--- config.mk ---
export PLATFORM = sky130hd
export DESIGN_NAME = serial_bank_mapper
export DESIGN_NICKNAME = d
export VERILOG_FILES = /design/src/rtl/serial_bank_mapper.sv
export SDC_FILE = /design/constraint.sdc
export NUM_CORES = 1
export LEC_CHECK = 0
export CAP_MARGIN = 20
export CORE_ASPECT_RATIO = 0.6
export CORE_MARGIN = 5
export CORE_UTILIZATION = 38
export CTS_CLUSTER_SIZE = 30
export DETAILED_ROUTE_END_ITERATION = 8
export GPL_ROUTABILITY_DRIVEN = 0
export MAX_ROUTING_LAYER = met4
export PLACE_DENSITY = 0.83
export SETUP_SLACK_MARGIN = 0.1
export SLEW_MARGIN = 20
export SYNTH_ARGS = -nofsm -noshare
export SYNTH_HDL_FRONTEND = slang
export SYNTH_SLANG_ARGS = --single-unit
--- constraint.sdc ---
create_clock -name clk -period 1.67 [get_ports clk]
set_input_delay 0.2505 -clock clk [delete_from_list [all_inputs] [get_ports clk]]
set_output_delay 0.2505 -clock clk [all_outputs]
set_load 0.02 [all_outputs]
--- src/rtl/serial_bank_mapper.sv ---
// Serial-load bank mapper: a 5-bit serial port loads control, CHR and PRG bank
// registers, which map CPU/PPU addresses onto linear PRG ROM/RAM and CHR space.
module serial_bank_mapper #(
    parameter int         PRG_BANK_W   = 4,
    parameter bit         OUTER_PRG_EN = 1'b1,
    parameter bit         MMC1A        = 1'b0,
    parameter logic [6:0] PRG_RAM_BASE = 7'b1111000
) (
    input  logic        clk,
    input  logic        reset,
    input  logic        ce,
    input  logic [15:0] prg_ain,
    input  logic        prg_write,
    input  logic [7:0]  prg_din,
    input  logic [13:0] chr_ain,
    output logic [21:0] prg_aout,
    output logic        prg_allow,
    output logic [21:0] chr_aout,
    output logic        vram_a10,
    output logic        vram_ce,
    output logic        wram_en,
    output logic        load_done
);

    logic [4:0] shift_q, shift_d;
    logic [4:0] control_q, control_d;
    logic [4:0] chr0_q, chr0_d;
    logic [4:0] chr1_q, chr1_d;
    logic [4:0] prgb_q, prgb_d;
    logic       delay_q, delay_d;
    logic       load_done_q, load_done_d;

    logic       accept;
    logic [4:0] load_val;
    logic       unused_din;

    assign accept     = ce && prg_write && prg_ain[15] && !delay_q;
    assign load_val   = {prg_din[0], shift_q[4:1]};
    assign unused_din = ^prg_din[6:1];

    // The marker bit reaching shift[0] means four bits are already held.
    always_comb begin
        shift_d     = shift_q;
        control_d   = control_q;
        chr0_d      = chr0_q;
        chr1_d      = chr1_q;
        prgb_d      = prgb_q;
        delay_d     = delay_q;
        load_done_d = 1'b0;
        if (ce) begin
            if (accept)
                delay_d = 1'b1;
            else if (!prg_write)
                delay_d = 1'b0;
        end
        if (accept) begin
            if (prg_din[7]) begin
                shift_d   = 5'b10000;
                control_d = control_q | 5'b01100;
            end else if (!shift_q[0]) begin
                shift_d = load_val;
            end else begin
                case (prg_ain[14:13])
                    2'd0:    control_d = load_val;
                    2'd1:    chr0_d    = load_val;
                    2'd2:    chr1_d    = load_val;
                    default: prgb_d    = load_val;
                endcase
                shift_d     = 5'b10000;
                load_done_d = 1'b1;
            end
        end
    end

    always_ff @(posedge clk) begin
        if (reset) begin
            shift_q     <= 5'b10000;
            control_q   <= 5'b01100;
            chr0_q      <= 5'b00000;
            chr1_q      <= 5'b00000;
            prgb_q      <= 5'b00000;
            delay_q     <= 1'b0;
            load_done_q <= 1'b0;
        end else begin
            shift_q     <= shift_d;
            control_q   <= control_d;
            chr0_q      <= chr0_d;
            chr1_q      <= chr1_d;
            prgb_q      <= prgb_d;
            delay_q     <= delay_d;
            load_done_q <= load_done_d;
        end
    end

    logic [4:0]            chrsel;
    logic [PRG_BANK_W-1:0] prgsel;
    logic                  outer;
    logic                  ram_sel;
    logic [21:0]           rom_addr;

    always_comb begin
        if (!control_q[4])
            chrsel = {chr0_q[4:1], chr_ain[12]};
        else
            chrsel = chr_ain[12] ? chr1_q : chr0_q;

        case (control_q[3:2])
            2'b10:   prgsel = prg_ain[14] ? prgb_q[PRG_BANK_W-1:0] : '0;
            2'b11:   prgsel = prg_ain[14] ? '1 : prgb_q[PRG_BANK_W-1:0];
            default: prgsel = {prgb_q[PRG_BANK_W-1:1], prg_ain[14]};
        endcase

        outer    = OUTER_PRG_EN ? chrsel[4] : 1'b0;
        rom_addr = '0;
        rom_addr[PRG_BANK_W+14:0] = {outer, prgsel, prg_ain[13:0]};

        case (control_q[1:0])
            2'd0:    vram_a10 = 1'b0;
            2'd1:    vram_a10 = 1'b1;
            2'd2:    vram_a10 = chr_ain[10];
            default: vram_a10 = chr_ain[11];
        endcase
    end

    assign ram_sel   = (prg_ain[15:13] == 3'b011);
    assign wram_en   = MMC1A ? 1'b1 : ~prgb_q[4];
    assign prg_aout  = ram_sel ? {PRG_RAM_BASE, 2'b00, prg_ain[12:0]} : rom_addr;
    assign prg_allow = (prg_ain[15] && !prg_write) || (ram_sel && wram_en);
    assign chr_aout  = {5'b10000, chrsel, chr_ain[11:0]};
    assign vram_ce   = chr_ain[13];
    assign load_done = load_done_q;

endmodule
== Yosys cells after proc, flatten, opt, wreduce, memory -nomap -nowiden ==
Index checks and enable logic that the tools add are counted.

* Bits in registers: 27
* Latch bits: 0
* Memory bits (writable): 0
* Memory bits (read-only): 0
* Output and inout port bits: 49
* Memories kept: 0

* Add/sub/neg operators: 0
* $mul: 0
* Div/mod/pow operators: 0
* Magnitude comparators: 0
* Equal/unequal tests: 8
* Shift-type cells: 0
* Multiplexer cells: 15
* Bitwise gates (word level): 4
* Reductions and logical operators: 20

{| class="wikitable"
|+ Operators by type and width
! kind !! number
|-
| $mux 22 || 1
|-
| $mux 4 || 5
|-
| $mux 5 || 4
|-
| $reduce_and 4->1 || 4
|-
| $eq 2x2->1 const B || 4
|-
| $pmux 4 s2 || 1
|-
| $reduce_or 3->1 || 2
|-
| $logic_and 1x1->1 || 5
|-
| $eq 2x1->1 const B || 2
|-
| $logic_not 2->1 || 2
|-
| $not 1->1 || 4
|-
| $reduce_bool 2->1 || 2
|-
| $eq 3x2->1 const B || 1
|-
| $mux 1 || 3
|-
| $pmux 1 s3 || 1
|-
| $reduce_and 3->1 || 1
|-
| $logic_not 1->1 || 2
|-
| $ne 2x1->1 const B || 1
|-
| $reduce_and 2->1 || 1
|-
| $logic_or 1x1->1 || 1
|}

== Logic depth before layout (Yosys ltp) ==
Gate-level depths: netlist (run 1).

* Word-level depth: 5
* Gate-level depth with buffers: 5
* Gate-level depth less buffers: 3

== Least setup slack after synthesis (run 1) ==
No wires, ideal clock.

* Path kind: register to output
* Start point: register control_q[4]
* End point: output port prg_aout[18]
* Arrival time: 1.213 ns
* Slack: 0.207 ns
* Cell stages (with the launch flop): 4
* Buffers on the path: 0
* Cell sequence: dfxtp_1 > nand2_1 > mux2_2 > or2_2

* Cells in the longest elaborated chain, start to end: 2

{| class="wikitable"
|+ Ends and longest elaborated chain
! what !! line !! text
|-
| start: declaration || 26 || <nowiki>logic [4:0] control_q, control_d;</nowiki>
|-
| start signal: assignment || 86 || <nowiki>control_q <= control_d;</nowiki>
|-
| $mux 5 || 102 || <nowiki>if (!control_q[4])</nowiki>
|-
| via chr_aout[16] || 18 || <nowiki>output logic [21:0] chr_aout,</nowiki>
|-
| $mux 22 || 127 || <nowiki>assign prg_aout = ram_sel ? {PRG_RAM_BASE, 2'b00, prg_ain[12:0]} : rom_addr;</nowiki>
|-
| end: declaration || 16 || <nowiki>output logic [21:0] prg_aout,</nowiki>
|}

The timed path passes the listed nets, and every way through them passes these cells.

== Worst setup path in the final report (run 1) ==
* Start point: register control_q[4]
* End point: output port prg_aout[18]

* Cells in the longest elaborated chain, start to end: 2

{| class="wikitable"
|+ Ends and longest elaborated chain
! what !! line
|-
| $mux 5 || 102
|-
| $mux 22 || 127
|}

Every way passes these cells.

==> results.yml, run 1 <==
detailed_routing:
  vias: 1229
  antenna_left: 0
  routed_via_density: 4.71
  firstDrtPassIters: 4
  drc_errors: 0
  wl_per_cell_um: 13.2
  drtIter0Drc: 48
  drt-total-wl_um: 3440
finish:
  layout-drive-gt1-share_pct: 26.9
  instances_no_fill: 261
  final_common_cell: "dfxtp_1"
  area_growth_pct: 21.9
  layout_common_cells: "25 x dfxtp_1, 24 x nand2b_1, 23 x buf_4, 18 x mux2i_1, 10 x nand2_1"
  antennaDiodeCount: 0
  final_nets: 244
  final_util_pct: 47.8
grt:
  grt_max_degree: 17
  grt_pass1_wl_um: 5710
  overflow: 0
  antenna_found_initial: 0
  grtUsageTotal_pct: 13.2
  grt_pass1_vias: 1237
sta:
  hold_ws_ns: 0.469
  finalWorstSetupSlack_ns: 0.0422
  min_period_over_period_pct: 97.5
  skew_ns: 0.0172
  finalHoldViolations: 0
  finalSetupViolCount: 0
  clock.fmax_mhz: 614
  rsz0062_at_grt: "true"
  min_period_ns: 1.63
  drv_slew: 0
placement:
  dpl_worst_slack_ns: -0.574
  dp.cells: 256
  dpl.hpwl_um: 2600
  io_buffers: 31
pwr:
  power.leakage_nw: 0.886
  cellPowerDensity_mw_per_mm2: 626
  irDropWorstVdd_uv: 360
yosys:
  ys_types: 33
  ys_ff_latch: 27
  netlist_area_mm2: 0.00161
  yosysSeqAreaShare_pct: 33.6
  syn_inst: 182
  synth_warnings: 0
  post_synth.cell_area_avg_um2: 8.83
floorplanning:
  initial_core_util_pct: 39.2
  io_pins: 91
  die-width_um: 93.9
  core_mm2: 0.00410
  rows: 18
  die_h_um: 60.4
  die_area_mm2: 0.00567
clock_network:
  clk_pin_slew_ns: 0.11
  clock-sinks: 27
  ctsLongestPathBuffers: 2
  cts_tree: "done"
  postCtsHoldBufs: 0
  cts_buffers: 3
  worstSkewPairLatency_ns: 0.29
  cts_root_buf: "clkbuf_8"
  htreeDepth: 1
worst_setup_path:
  crit_arrival_ns: 1.38
  path_max_fanout: 2
  crit_type: "register to output pin"
  required_ns: 1.42
  start_kind: "register"
  crit_path_end_kind: "output pin"
outcome:
  status: "complete, no violations"
job:
  drv_cap: 0
hold_path:
  hold_path_class: "register to register"
[cells by family after synthesis]
logic type             share of synthesized area [%]
AOI/OAI and AO/OA                               8.88
DFF                                             33.6
other                                          0.467
and+or+nand+nor                                 23.1
muxes                                           14.0
buffers and inverters                           19.9
[sequential cells by signal, summed over array words and instances, names as in the netlist]
signal	cells
chr1_q	5
control_q	5
chr0_q	5
prgb_q	5
load_done	1
delay_q	1
shift_q	5
[layer usage]
metal / part of all wire, % / track usage (%)
met1: 50 / 16.3
met2: 44 / 21.6
met3: 5.8 / 4.46
met4: 0.17 / 1.85
met5: 0 / -
[report_power, final]
part / leakage [nW] / internal (mW) / total, mW / switching (mW)
Sequential: 0.218 / 0.644 / 0.647 / 0.00229
Clock: 0.0217 / 0.170 / 0.391 / 0.220
Combinational: 0.647 / 0.0903 / 0.188 / 0.0982
Total: 0.886 / 0.905 / 1.23 / 0.321
[worst max-delay path: stages, from the launching register on]
cell     delay (ns)
dfxtp_2        0.34
nand2_2        0.08
mux2_4         0.31
or2_4          0.23
buf_6          0.13
[cell type report]
| class | instances | area [um2] |
|---|---|---|
| tap | 60 | 75.1 |
| timing repair buffer | 54 | 468 |
| multi-input combinational | 112 | 806 |
| clock inverter | 1 | 7.51 |
| inverter | 4 | 15.0 |
| sequential | 27 | 546 |
| fill | 426 | 2140 |
| clock buffer | 3 | 41.3 |
[Yosys cell counts]
library cell  number  share of area, %
nand2_1           11               2.6
o21ai_0            4               1.2
nand4_2            1              0.78
nand3b_1           1              0.47
conb_1             2              0.47
a211oi_1           1              0.47
nor3_1             2              0.62
a22o_1             1              0.55
a31oi_1            3               1.2
mux2_2             4               2.8
nand2b_1          24               9.3
mux2i_1           18                11
and2_1             1              0.39
or3_1              2              0.78
buf_6              2               1.4
nor3b_4            1               1.2
nor4_1             1              0.39
o21bai_1           1              0.47
or2_2              1              0.39
buf_2              1              0.31
nand3_1            4               1.2
a21o_1             1              0.47
nor2b_1            2              0.78
nand4b_1           1              0.55
inv_1              4              0.93
and4b_1            2               1.2
clkbuf_1           4              0.93
nor2_1             6               1.4
nand4b_2           1              0.93
a21oi_1           11               3.4
o32ai_1            2               1.1
buf_4             35                16
dfxtp_1           27                34
[metrics by stage]
step	instance area, um2	setup TNS (ns)	total power [mW]
6_report	1960	0	1.23
5_1_grt	1960	0	1.27
4_1_cts	1900	0	1.23
3_5_place_dp	1860	-7.99	0.854
3_3_place_gp	1860	-7.00	0.850
2_1_floorplan	1620	0	0.852
[worst paths after layout]
kind	start	cells after the start	endpoint	slack, ns
worst max-delay path	control_q[4]	4	prg_aout[18]	0.04
worst max register to register	shift_q[0]	4	chr0_q[3]	0.36
worst min-delay path	shift_q[1]	2	shift_q[1]	0.47
worst min register to register	shift_q[1]	2	shift_q[1]	0.47
[what timing repair did]
action                     in CTS  in global routing
gates resized for setup        67                 25
pin swaps                       4                  1
setup buffers                   0                  0
setup endpoints to repair      18                 28
gates cloned                    1                  0
Power figures use the tool's default switching activity.
==> inputs of run 2 (changes only) <==
Settings changed: ABC_AREA set to 1, CORE_MARGIN 5 to 2, CORE_UTILIZATION 38 to 39, SLEW_MARGIN 20 to not set.
==> results.yml, run 2 <==
clock_network:
  cts_buffers: 3
  worstSkewPairLatency_ns: 0.27
  clk_pin_slew_ns: 0.09
  cts_tree: "done"
  ctsLongestPathBuffers: 2
  clock-sinks: 27
  htreeDepth: 1
  postCtsHoldBufs: 0
  cts_root_buf: "clkbuf_8"
grt:
  overflow: 0
  grt_pass1_vias: 1314
  grtUsageMet2_pct: 21.4
  use_met3_pct: 4.04
  grt_max_degree: 22
  top_usage_layer: "met1"
  antenna_found_initial: 0
  grt_pass1_wl_um: 5880
  grtUsageTotal_pct: 15.0
  use_met1_pct: 21.8
sta:
  min_period_over_period_pct: 91.1
  finalHoldViolations: 0
  finalSetupViolCount: 0
  rsz0062_at_grt: "true"
  clock.fmax_mhz: 657
  drv_slew: 0
  skew_ns: 0.00350
  min_period_ns: 1.52
finish:
  area_growth_pct: 17.2
  final_util_pct: 48.3
  layout-drive-gt1-share_pct: 20.0
  final_nets: 313
  final_common_cell: "nand2_1"
  antennaDiodeCount: 0
  layout_common_cells: "49 x nand2_1, 41 x inv_1, 24 x dfxtp_1, 20 x nor2_1"
  instances_no_fill: 330
  design_area_mm2: 0.00201
placement:
  dp.cells: 325
  dpl.hpwl_um: 2770
  placed_area_mm2: 0.00195
  io_buffers: 31
detailed_routing:
  firstDrtPassIters: 4
  drtIter0Drc: 135
  routed_via_density: 4.68
  drt-total-wl_um: 3680
  wl_per_cell_um: 11.2
  vias: 1545
  antenna_left: 0
  drc_errors: 0
floorplanning:
  core_mm2: 0.00417
  die-width_um: 89.7
  die_h_um: 55.4
  initial_core_util_pct: 41.2
  io_pins: 91
  die_area_mm2: 0.00497
  rows: 18
yosys:
  synth_edf_count: 0
  post_synth.cell_area_avg_um2: 6.73
  async_flop_share_pct: 0
  syn_inst: 255
  netlist.area_leader.share_pct: 31.5
  yosysSeqAreaShare_pct: 31.5
  synth_top_area_cell: "dfxtp_1"
  ys_ff_latch: 27
  yosys-top-cells-area: "dfxtp_1 31%, buf_4 15%, nand2_1 11%"
  netlist_area_mm2: 0.00172
  ys_types: 26
  yosys.cell_count.top_type: "nand2_1"
  synth.top_cells.by_count: "52 x nand2_1, 43 x inv_1, 35 x buf_4"
  synth_warnings: 0
  ys.flop_type: "dfxtp_1"
job:
  drv_cap: 0
worst_setup_path:
  crit_path_end_kind: "output pin"
  path_cells: "inv_1 -> clkdlybuf4s50_1"
  required_ns: 1.42
  reg2regPathDepth: 6
  critPathMaxStageDelay_ns: 0.61
  crit_arrival_ns: 1.27
  rrSetupSlack_ns: 0.46
  slowest_stage: "clkdlybuf4s50_1"
  path_max_fanout: 2
  start_kind: "register"
  crit_type: "register to output pin"
  r2r-end: "chr1_q[2]"
  r2r-start: "shift_q[0]"
pwr:
  irDropWorstVdd_uv: 289
  cellPowerDensity_mw_per_mm2: 619
  power.leakage_nw: 0.964
hold_path:
  whs_path_depth: 2
  min_from: "shift_q[1]"
  min_to: "shift_q[1]"
  hold_path_class: "register to register"
outcome:
  status: "complete, no violations"
## run 2: changes by cell type after synthesis, sizes merged, moves of 4 or more
cell    delta
a21oi      +4
inv       +43
mux2       -4
mux2i     -18
nand2     +43
nand2b    -24
nand3     +11
nand4     +14
nor2      +18
o21ai      +5
## run 2: stage by stage
step           hold slack, ns  worst slack, ns  setup TNS [ns]  power, mW
5_1_grt                 0.501           0.0773               0       1.29
4_1_cts                 0.490           0.0987               0       1.25
3_3_place_gp            0.467           -0.588           -5.85      0.888
2_1_floorplan           0.320            0.131               0      0.881
6_report                0.491            0.148               0       1.24
3_5_place_dp            0.477           -0.539           -6.03      0.893
## run 2: worst max-delay path by stage
stage / start / to / depth (start not counted)
finish: prgb_q[4] / wram_en / 2
floorplan: control_q[4] / prg_aout[18] / 3
CTS: control_q[4] / chr_aout[15] / 5
global placement: chr_ain[12] / chr_aout[14] / 5
detailed placement: chr_ain[12] / chr_aout[15] / 5
global route: control_q[2] / prg_aout[14] / 5
## run 2: timing repair
action                     CTS  global route
gates resized for setup     52            14
setup buffers                0             0
cloned                       0             1
setup endpoints to repair   18             9
pin swaps                    1             0
## run 2: area by class of cell
type                            count  area [um2]
Fill cell                         418        2150
Multi-Input combinational cell    145         754
Sequential cell                    27         547
Timing Repair Buffer               47         414
Inverter                           47         176
Tap cell                           60        75.1
Clock buffer                        4        45.0
## run 2: cells by family after synthesis
family,count (synthesis),share of synthesized area [%]
buf+inv,87,28.0
flops,27,31.5
other cells,2,0.437
compound gates,29,9.11
simple gates,110,31.0
## run 2: per-layer routing
layer | routed length, um | share of wire, % | up-vias
met5 | 0 | 0 | -
met4 | 20 | 0.54 | 0
met3 | 246 | 6.7 | 5
met2 | 1590 | 43 | 67
met1 | 1830 | 50 | 684
li1 | - | - | 789
## run 2: power breakdown
group	switching (mW)	internal, mW	total [mW]
Clock	0.207	0.171	0.378
Sequential	0.00322	0.646	0.650
Combinational	0.131	0.0863	0.218
## run 2: worst max-delay path, delay by kind of cell, from the launching register on
| kind | cells | cell delay (ns) |
|---|---|---|
| buffers and inverters | 2 | 0.68 |
| flip-flops | 1 | 0.33 |
